## config.mk

```make
export PLATFORM = sky130hd
export DESIGN_NAME = issue_queue
export DESIGN_NICKNAME = d
export VERILOG_FILES = /design/src/rtl/mips_core_pkg.sv /design/src/rtl/iq_age_matrix.sv /design/src/rtl/issue_queue.sv
export SDC_FILE = /design/constraint.sdc
export NUM_CORES = 2
export LEC_CHECK = 0
export BUFFER_PORTS_ARGS = -buffer_cell sky130_fd_sc_hd__buf_2
export CORE_UTILIZATION = 48
export CTS_BUF_LIST = sky130_fd_sc_hd__clkbuf_16
export DETAILED_ROUTE_END_ITERATION = 8
export PLACE_DENSITY = 0.67
export SYNTH_ARGS = -nofsm -noshare
export SYNTH_HDL_FRONTEND = slang
export SYNTH_HIERARCHICAL = 1
export SYNTH_SLANG_ARGS = --single-unit
```

## constraint.sdc

```tcl
create_clock -name clk -period 14.44 [get_ports clk]
set_clock_uncertainty 0.1 [all_clocks]
set_input_delay 0.722 -clock clk [delete_from_list [all_inputs] [get_ports clk]]
set_output_delay 0.722 -clock clk [all_outputs]
set_load 0.01 [all_outputs]
```

## src/rtl/mips_core_pkg.sv

```systemverilog
// Shared types for the mips_core issue queue.
// Defaults here seed the issue_queue parameters.
package mips_core_pkg;

  localparam int IQ_DEPTH      = 16;
  localparam int IQ_PHYS_REGS  = 64;
  localparam int IQ_AL_DEPTH   = 32;
  localparam int IQ_WAKE_PORTS = 2;
  localparam int IQ_PAYLOAD_W  = 96;
  localparam int IQ_TAG_W      = $clog2(IQ_PHYS_REGS);
  localparam int IQ_AL_W       = $clog2(IQ_AL_DEPTH);

  typedef logic [IQ_TAG_W-1:0] IqTag;

  typedef struct packed {
    logic                    valid;
    logic                    src1_rdy;
    logic                    src2_rdy;
    IqTag                    src1_tag;
    IqTag                    src2_tag;
    IqTag                    dst_tag;
    logic [IQ_AL_W-1:0]      al_index;
    logic [IQ_PAYLOAD_W-1:0] payload;
  } IqEntry;

endpackage

```

## src/rtl/iq_age_matrix.sv

```systemverilog
// Age matrix: row i bit j set means entry j is older than i.
// Grants the single oldest requesting entry.
module iq_age_matrix #(
  parameter int DEPTH = 16
) (
  input  logic             clk,
  input  logic             rst,
  input  logic             i_flush,
  input  logic [DEPTH-1:0] i_alloc,
  input  logic [DEPTH-1:0] i_free,
  input  logic [DEPTH-1:0] i_valid,
  input  logic [DEPTH-1:0] i_req,
  output logic [DEPTH-1:0] o_grant
);

  logic [DEPTH-1:0] r_row [DEPTH];

  // Entries freed this cycle are excluded from a new row too.
  always_ff @(posedge clk) begin
    if (rst || i_flush) begin
      for (int i = 0; i < DEPTH; i++)
        r_row[i] <= '0;
    end else begin
      for (int i = 0; i < DEPTH; i++) begin
        if (i_alloc[i])
          r_row[i] <= i_valid & ~i_free;
        else
          r_row[i] <= r_row[i] & ~i_free;
      end
    end
  end

  always_comb begin
    o_grant = '0;
    for (int i = 0; i < DEPTH; i++)
      o_grant[i] = i_req[i] & ~(|(i_req & r_row[i]));
  end

endmodule

```

## src/rtl/issue_queue.sv

```systemverilog
// Out-of-order issue queue: tag wakeup, oldest-first select,
// one dispatch and one issue per cycle, full flush.
module issue_queue
  import mips_core_pkg::*;
#(
  parameter int DEPTH      = IQ_DEPTH,
  parameter int PHYS_REGS  = IQ_PHYS_REGS,
  parameter int AL_DEPTH   = IQ_AL_DEPTH,
  parameter int WAKE_PORTS = IQ_WAKE_PORTS,
  parameter int PAYLOAD_W  = IQ_PAYLOAD_W,
  localparam int TAG_W     = $clog2(PHYS_REGS),
  localparam int AL_W      = $clog2(AL_DEPTH),
  localparam int CNT_W     = $clog2(DEPTH) + 1
) (
  input  logic                        clk,
  input  logic                        rst,
  input  logic                        flush,
  input  logic                        disp_valid,
  output logic                        disp_ready,
  input  logic [PAYLOAD_W-1:0]        disp_payload,
  input  logic                        disp_uses_src1,
  input  logic                        disp_uses_src2,
  input  logic [TAG_W-1:0]            disp_src1_tag,
  input  logic [TAG_W-1:0]            disp_src2_tag,
  input  logic                        disp_src1_rdy,
  input  logic                        disp_src2_rdy,
  input  logic [TAG_W-1:0]            disp_dst_tag,
  input  logic [AL_W-1:0]             disp_al_index,
  input  logic [WAKE_PORTS-1:0]       wake_valid,
  input  logic [WAKE_PORTS*TAG_W-1:0] wake_tag,
  output logic                        issue_valid,
  input  logic                        issue_ready,
  output logic [PAYLOAD_W-1:0]        issue_payload,
  output logic [TAG_W-1:0]            issue_src1_tag,
  output logic [TAG_W-1:0]            issue_src2_tag,
  output logic [TAG_W-1:0]            issue_dst_tag,
  output logic [AL_W-1:0]             issue_al_index,
  output logic [CNT_W-1:0]            count
);

  typedef struct packed {
    logic                 valid;
    logic                 s1_rdy;
    logic                 s2_rdy;
    logic [TAG_W-1:0]     s1_tag;
    logic [TAG_W-1:0]     s2_tag;
    logic [TAG_W-1:0]     dst_tag;
    logic [AL_W-1:0]      al;
    logic [PAYLOAD_W-1:0] payload;
  } ent_t;

  ent_t             r_ent [DEPTH];
  logic [CNT_W-1:0] r_count;

  logic [DEPTH-1:0] w_valid;
  logic [DEPTH-1:0] w_req;
  logic [DEPTH-1:0] w_grant;
  logic [DEPTH-1:0] w_sel;
  logic [DEPTH-1:0] w_free;
  logic [DEPTH-1:0] w_alloc;
  logic [DEPTH-1:0] w_wk1;
  logic [DEPTH-1:0] w_wk2;
  logic             w_fire;
  logic             w_disp_fire;
  logic             w_d1_rdy;
  logic             w_d2_rdy;

  function automatic logic tag_hit(
    input logic [TAG_W-1:0]            t,
    input logic [WAKE_PORTS-1:0]       v,
    input logic [WAKE_PORTS*TAG_W-1:0] tags
  );
    logic hit;
    hit = 1'b0;
    for (int p = 0; p < WAKE_PORTS; p++)
      if (v[p] && tags[p*TAG_W +: TAG_W] == t)
        hit = 1'b1;
    return hit;
  endfunction

  // Lowest-index free slot as a onehot vector.
  function automatic logic [DEPTH-1:0] first_free(
    input logic [DEPTH-1:0] v
  );
    logic [DEPTH-1:0] oh;
    oh = '0;
    for (int i = DEPTH - 1; i >= 0; i--)
      if (!v[i]) begin
        oh    = '0;
        oh[i] = 1'b1;
      end
    return oh;
  endfunction

  always_comb begin
    w_valid = '0;
    w_req   = '0;
    w_wk1   = '0;
    w_wk2   = '0;
    for (int i = 0; i < DEPTH; i++) begin
      w_valid[i] = r_ent[i].valid;
      w_req[i]   = r_ent[i].valid & r_ent[i].s1_rdy
                 & r_ent[i].s2_rdy;
      w_wk1[i]   = tag_hit(r_ent[i].s1_tag,
                           wake_valid, wake_tag);
      w_wk2[i]   = tag_hit(r_ent[i].s2_tag,
                           wake_valid, wake_tag);
    end
  end

  iq_age_matrix #(.DEPTH(DEPTH)) u_age (
    .clk     (clk),
    .rst     (rst),
    .i_flush (flush),
    .i_alloc (w_alloc),
    .i_free  (w_free),
    .i_valid (w_valid),
    .i_req   (w_req),
    .o_grant (w_grant)
  );

  assign w_sel       = (rst || flush) ? '0 : w_grant;
  assign issue_valid = |w_sel;
  assign w_fire      = issue_valid & issue_ready;
  assign w_free      = w_fire ? w_sel : '0;

  assign disp_ready  = ~rst & (r_count < CNT_W'(DEPTH));
  assign w_disp_fire = disp_valid & disp_ready & ~flush;
  assign w_alloc     = w_disp_fire ? first_free(w_valid) : '0;
  assign count       = r_count;

  assign w_d1_rdy = disp_src1_rdy | ~disp_uses_src1
                  | tag_hit(disp_src1_tag, wake_valid, wake_tag);
  assign w_d2_rdy = disp_src2_rdy | ~disp_uses_src2
                  | tag_hit(disp_src2_tag, wake_valid, wake_tag);

  always_comb begin
    issue_payload  = '0;
    issue_src1_tag = '0;
    issue_src2_tag = '0;
    issue_dst_tag  = '0;
    issue_al_index = '0;
    for (int i = 0; i < DEPTH; i++)
      if (w_sel[i]) begin
        issue_payload  = issue_payload  | r_ent[i].payload;
        issue_src1_tag = issue_src1_tag | r_ent[i].s1_tag;
        issue_src2_tag = issue_src2_tag | r_ent[i].s2_tag;
        issue_dst_tag  = issue_dst_tag  | r_ent[i].dst_tag;
        issue_al_index = issue_al_index | r_ent[i].al;
      end
  end

  always_ff @(posedge clk) begin
    if (rst) begin
      for (int i = 0; i < DEPTH; i++) begin
        r_ent[i].valid  <= 1'b0;
        r_ent[i].s1_rdy <= 1'b0;
        r_ent[i].s2_rdy <= 1'b0;
      end
      r_count <= '0;
    end else if (flush) begin
      for (int i = 0; i < DEPTH; i++)
        r_ent[i].valid <= 1'b0;
      r_count <= '0;
    end else begin
      for (int i = 0; i < DEPTH; i++) begin
        if (w_alloc[i]) begin
          r_ent[i].valid   <= 1'b1;
          r_ent[i].s1_rdy  <= w_d1_rdy;
          r_ent[i].s2_rdy  <= w_d2_rdy;
          r_ent[i].s1_tag  <= disp_src1_tag;
          r_ent[i].s2_tag  <= disp_src2_tag;
          r_ent[i].dst_tag <= disp_dst_tag;
          r_ent[i].al      <= disp_al_index;
          r_ent[i].payload <= disp_payload;
        end else begin
          if (w_free[i])
            r_ent[i].valid <= 1'b0;
          if (w_wk1[i])
            r_ent[i].s1_rdy <= 1'b1;
          if (w_wk2[i])
            r_ent[i].s2_rdy <= 1'b1;
        end
      end
      r_count <= r_count + CNT_W'(w_disp_fire)
                         - CNT_W'(w_fire);
    end
  end

endmodule

```

# ---- Word-level counts from Yosys, hierarchy flattened
# Memories as Yosys holds them, arrays and structs flattened.
# Index checks and enable logic that the tools add are counted.
dict set report op_classes {
  order_cmp 1
  bitwise_logic 329
  n_reduce_logical 87
  add_sub_neg 2
  n_eq_ne 68
  mux 702
}
# operator count
set op_table {}
lappend op_table {{2-to-1 mux 96 bit} 16}
lappend op_table {{bitwise OR 96 bit} 15}
lappend op_table {{2-to-1 mux 16 bit} 51}
lappend op_table {{2-to-1 mux 1 bit} 571}
lappend op_table {{AND 16 bit} 33}
lappend op_table {{equality test 6 bit} 68}
lappend op_table {{2-to-1 mux 6 bit} 48}
lappend op_table {{OR reduction 16 bit} 17}
lappend op_table {{bitwise OR 6 bit} 45}
lappend op_table {{bitwise OR 1 bit} 148}
lappend op_table {{2-to-1 mux 5 bit} 16}
lappend op_table {{bitwise OR 5 bit} 15}
lappend op_table {{logical AND 1 bit} 68}
lappend op_table {{AND 1 bit} 52}
lappend op_table {{inverter 1 bit} 20}
lappend op_table {{inverter 16 bit} 1}
lappend op_table {{adder 5 x 1 -> 5 bit} 1}
lappend op_table {{less-than comparator 5 bit (second input constant)} 1}
lappend op_table {{subtractor 5 x 1 -> 5 bit} 1}
lappend op_table {{OR reduction 2 bit} 1}
lappend op_table {{logical OR 1 bit} 1}
dict set report word_totals {
  memories 2
  ram_bits 2208
  output_inout_bits 126
  reg_bits 5
  word_cells 1192
}
# memory depth width rd rd_ports_with_merged_regs write_ports line_no
set memory_table {}
lappend memory_table {r_ent 16 122 16 0 16 issue_queue.sv:52} ;# ent_t r_ent [DEPTH];
lappend memory_table {u_age.r_row 16 16 16 0 16 iq_age_matrix.sv:16} ;# logic [DEPTH-1:0] r_row [DEPTH];

# ---- Depth between registers and ports, before layout
# An unclocked memory read counts as a cell.
dict set report depth {
  word_depth 39
  mapped_depth 21
}

# ---- Modules after synthesis
# The synthesis kept the hierarchy.
# module seq_area_each_um2 area_per_inst_um2 cells_each n_inst
set modules_own_cells {}
lappend modules_own_cells {issue_queue 58636.2 76241.9 4352 1}
lappend modules_own_cells {iq_age_matrix 7687.4 13210.2 1144 1}

# ---- Worst setup path before layout
# Ideal clock, no wire load.
dict set report synth_path {
  path_kind {input-to-reg}
  startpoint {input rst}
  endpoint {memory r_ent[0][732] (netlist name) (enable)}
  setup_time_ps 888
  required_time_ps 13452
  n_path_buf 1
  setup_slack_ps 615
  cell_stages 4
  arrival_time_ps 12837
  path_cell_list {buf_2 nor4b_4 inv_4 nor4_1}
}
# element line_no
set synth_lines {}
lappend synth_lines {{start: declaration} issue_queue.sv:16} ;# input logic rst,
lappend synth_lines {{end: declaration} issue_queue.sv:52}

==> results.tsv <==
metric	value	unit
worst setup path category	reg -> reg	
RePlAce Congestion	0.885	
ys flop type	edfxtp_1	
cts bufs inserted	214	
Peak VDD IR	0.119	mV
fillers	14536	
dpl cell area	0.0940	sq mm
Slew HR	18.5	%
row count	158	
number of synthesized flops with an enable pin	2200	
leakage power	33.5	nW
RSZ-0062 raised after global routing	false	
Netlist cell types	59	
Yosys warnings	6	
CTS tree	yes	
# Post-CTS Setup Buffers	0	
setup TNS	0	ns
# DRC	0	
gr usage total	30.1	%
Iteration-0 DRC Markers	8399	
clock buffer depth	3	
antenna violations before repair	47	
crit-path max FO	56	
chip width	434	um
hpwl dp	148000	um
total power draw	0.0130	W
Sink Count	2213	
register area share after synthesis	74.1	%
Initial Util	48.3	%
final setup fails	0	
critical path endpoint category	register	
crit path launch type	register	
Routed WL	288000	um
worst-skew pair later-pin latency	0.89	ns
area of the multi-input gates	0.0222	sq mm
area of the core	0.185	sq mm
Max H-tree Level	4	
final hold violation count	0	
vias in the first global route	55496	
nets@finish	6089	
fin crit period	7.47	ns
asr flop ratio synth	0	%
Cell Area, Synth	0.0895	sq mm
crit path DAT	7.81	ns
Die Y	434	um
PortBufs	267	
period utilization	51.7	%
Max Slew Vio Count	0	
Reg area	0.0663	sq mm
largest net degree at the start of global routing	118	
clock-pin slew on the worst setup and hold paths	0.06	ns
Vias	57331	
global-route wire length before repair	405000	um
worst-margin pin slew	1.22	ns
max cap viols	0	
Routed WL per cell	33.4	um
remaining global-route overflow	0	
layout cells sized above 1	11.9	%
CP required	14.79	ns
status	finished, final reports clean	
fmax	134	MHz
#FFs+latches synth	2213	
min-delay worst type	in -> reg	
synthesis-to-layout area growth	13.1	%
first drt pass iteration count	6	
antenna-violating nets left	0	
full die area	0.188	sq mm
Synth Area per Inst	16.3	sq um
vias per inst	6.66	
Ports	268	
fin area	0.101	sq mm
Cells after Synth	5496	
Pwr Density	129	mW/mm^2
Root Buffer	clkbuf_16	
report_power, final:
part           leakage (nW)  switching, W  internal [W]  total [W]
clock                  3.48       0.00245       0.00293    0.00538
combinational          9.38      0.000333      0.000121   0.000454
sequential             20.6     0.0000420       0.00716    0.00720
cells in the final DEF (no fill, tap or decap), drive strengths merged, types with 19 or more instances in the layout:
master,n
a221oi,472
nor4,91
clkbuf,216
or3,19
nor2,48
nand4,190
clkinv,101
xnor2,211
and3,26
dlygate4sd3,36
conb,256
a22oi,124
inv,99
nand2,115
nand3b,243
xor2,200
edfxtp,2200
nor3,63
o21ai,277
a21boi,119
buf,370
a22o,472
a21oi,26
per-layer routing:
metal | vias up | wire length (um) | part of all wire [%] | GRT usage (%)
met2 | 4031 | 134000 | 47 | 47.7
met5 | - | 206 | 0.072 | 0
met1 | 29242 | 108000 | 37 | 40.4
met4 | 32 | 13500 | 4.7 | 13.4
li1 | 23278 | - | - | -
met3 | 748 | 32100 | 11 | 6.04
final cells by class:
cell class,instances,area share [%]
clock inverters,176,1.29
well taps,2480,3.07
multi-input cells,3065,22.0
diodes,13,0.0322
repair buffers,406,2.51
inverters,41,0.221
clock buffers,216,5.34
flip-flops and latches,2213,65.6
flip-flops by register name, indices dropped and copies added, names as in the netlist:
signal	cells
count	5
u_age/r_row	256
r_ent	1952
cell families (layout without fill, tap and decap cells):
logic type                 count (synthesis)  after routing  synth area share [%]
and+or+nand+nor                          860            860                  6.08
xor gates and xnor gates                 411            411                  4.02
buffers and inverters                    473            839                  2.26
muxes                                     16             16                 0.179
adders and majority gates                  6              6                0.0923
other                                      1            269               0.00419
AOI/OAI and AO/OA                       1516           1516                  13.2
DFF                                     2213           2213                  74.1
metrics by stage:
stage | cells | worst slack (ns) | util, % | hold slack, ns
after floorplan | 5751 | 0.615 | - | 0.401
after CTS | 8597 | 7.34 | 54.6 | 0.000782
final | 8610 | 6.97 | 54.6 | 0.0362
after global placement | 8169 | 7.60 | 50.8 | 0.437
after global routing | 8607 | 7.01 | 54.6 | 0.0323
after detailed placement | 8169 | 7.42 | 50.8 | 0.463
path summary, 6_finish.rpt:
| path | from | to | slack, ns | cells past startpoint |
|---|---|---|---|---|
| max reg2reg | r_ent[1][365] | r_ent[0][658] | 6.97 | 14 |
| min reg2reg | r_ent[0][609] | r_ent[0][609] | 0.48 | 2 |
| max | r_ent[1][365] | r_ent[0][658] | 6.97 | 14 |
| min | disp_payload[16] | r_ent[1][260] | 0.04 | 1 |
synth_stat cells, types with 48 or more instances:
master / count / share of area, %
buf_2: 79 / 0.44
a22o_1: 472 / 4.6
o21ai_0: 250 / 1.4
nand2_1: 114 / 0.48
nor2_1: 48 / 0.20
nand4_1: 190 / 1.3
a21boi_0: 85 / 0.71
xnor2_1: 211 / 2.1
a22oi_1: 124 / 1.0
xor2_1: 200 / 2.0
nor3_1: 48 / 0.27
nand3b_1: 243 / 2.0
a221oi_1: 472 / 4.6
edfxtp_1: 2200 / 74
nor4_1: 89 / 0.62
clkbuf_1: 282 / 1.2
worst max-delay path, stage by stage, from the launching register on:
cell      delay [ns]
edfxtp_1        0.41
and3_1          1.00
a22oi_1         0.19
nand2_1         0.13
nor4_1          0.10
buf_4           0.15
nor4_1          0.62
a41oi_1         0.38
nand2_1         0.59
inv_2           0.15
a21oi_1         0.21
and4bb_4        0.59
buf_4           0.80
buf_4           0.94
a21boi_0        0.59
repair_timing:
item,4_1_cts,5_1_grt
hold buffers,36,0
endpoints found under the hold margin,198,0
setup endpoints to repair,0,0
gates resized for setup,0,0
Power figures use the tool's default switching activity.
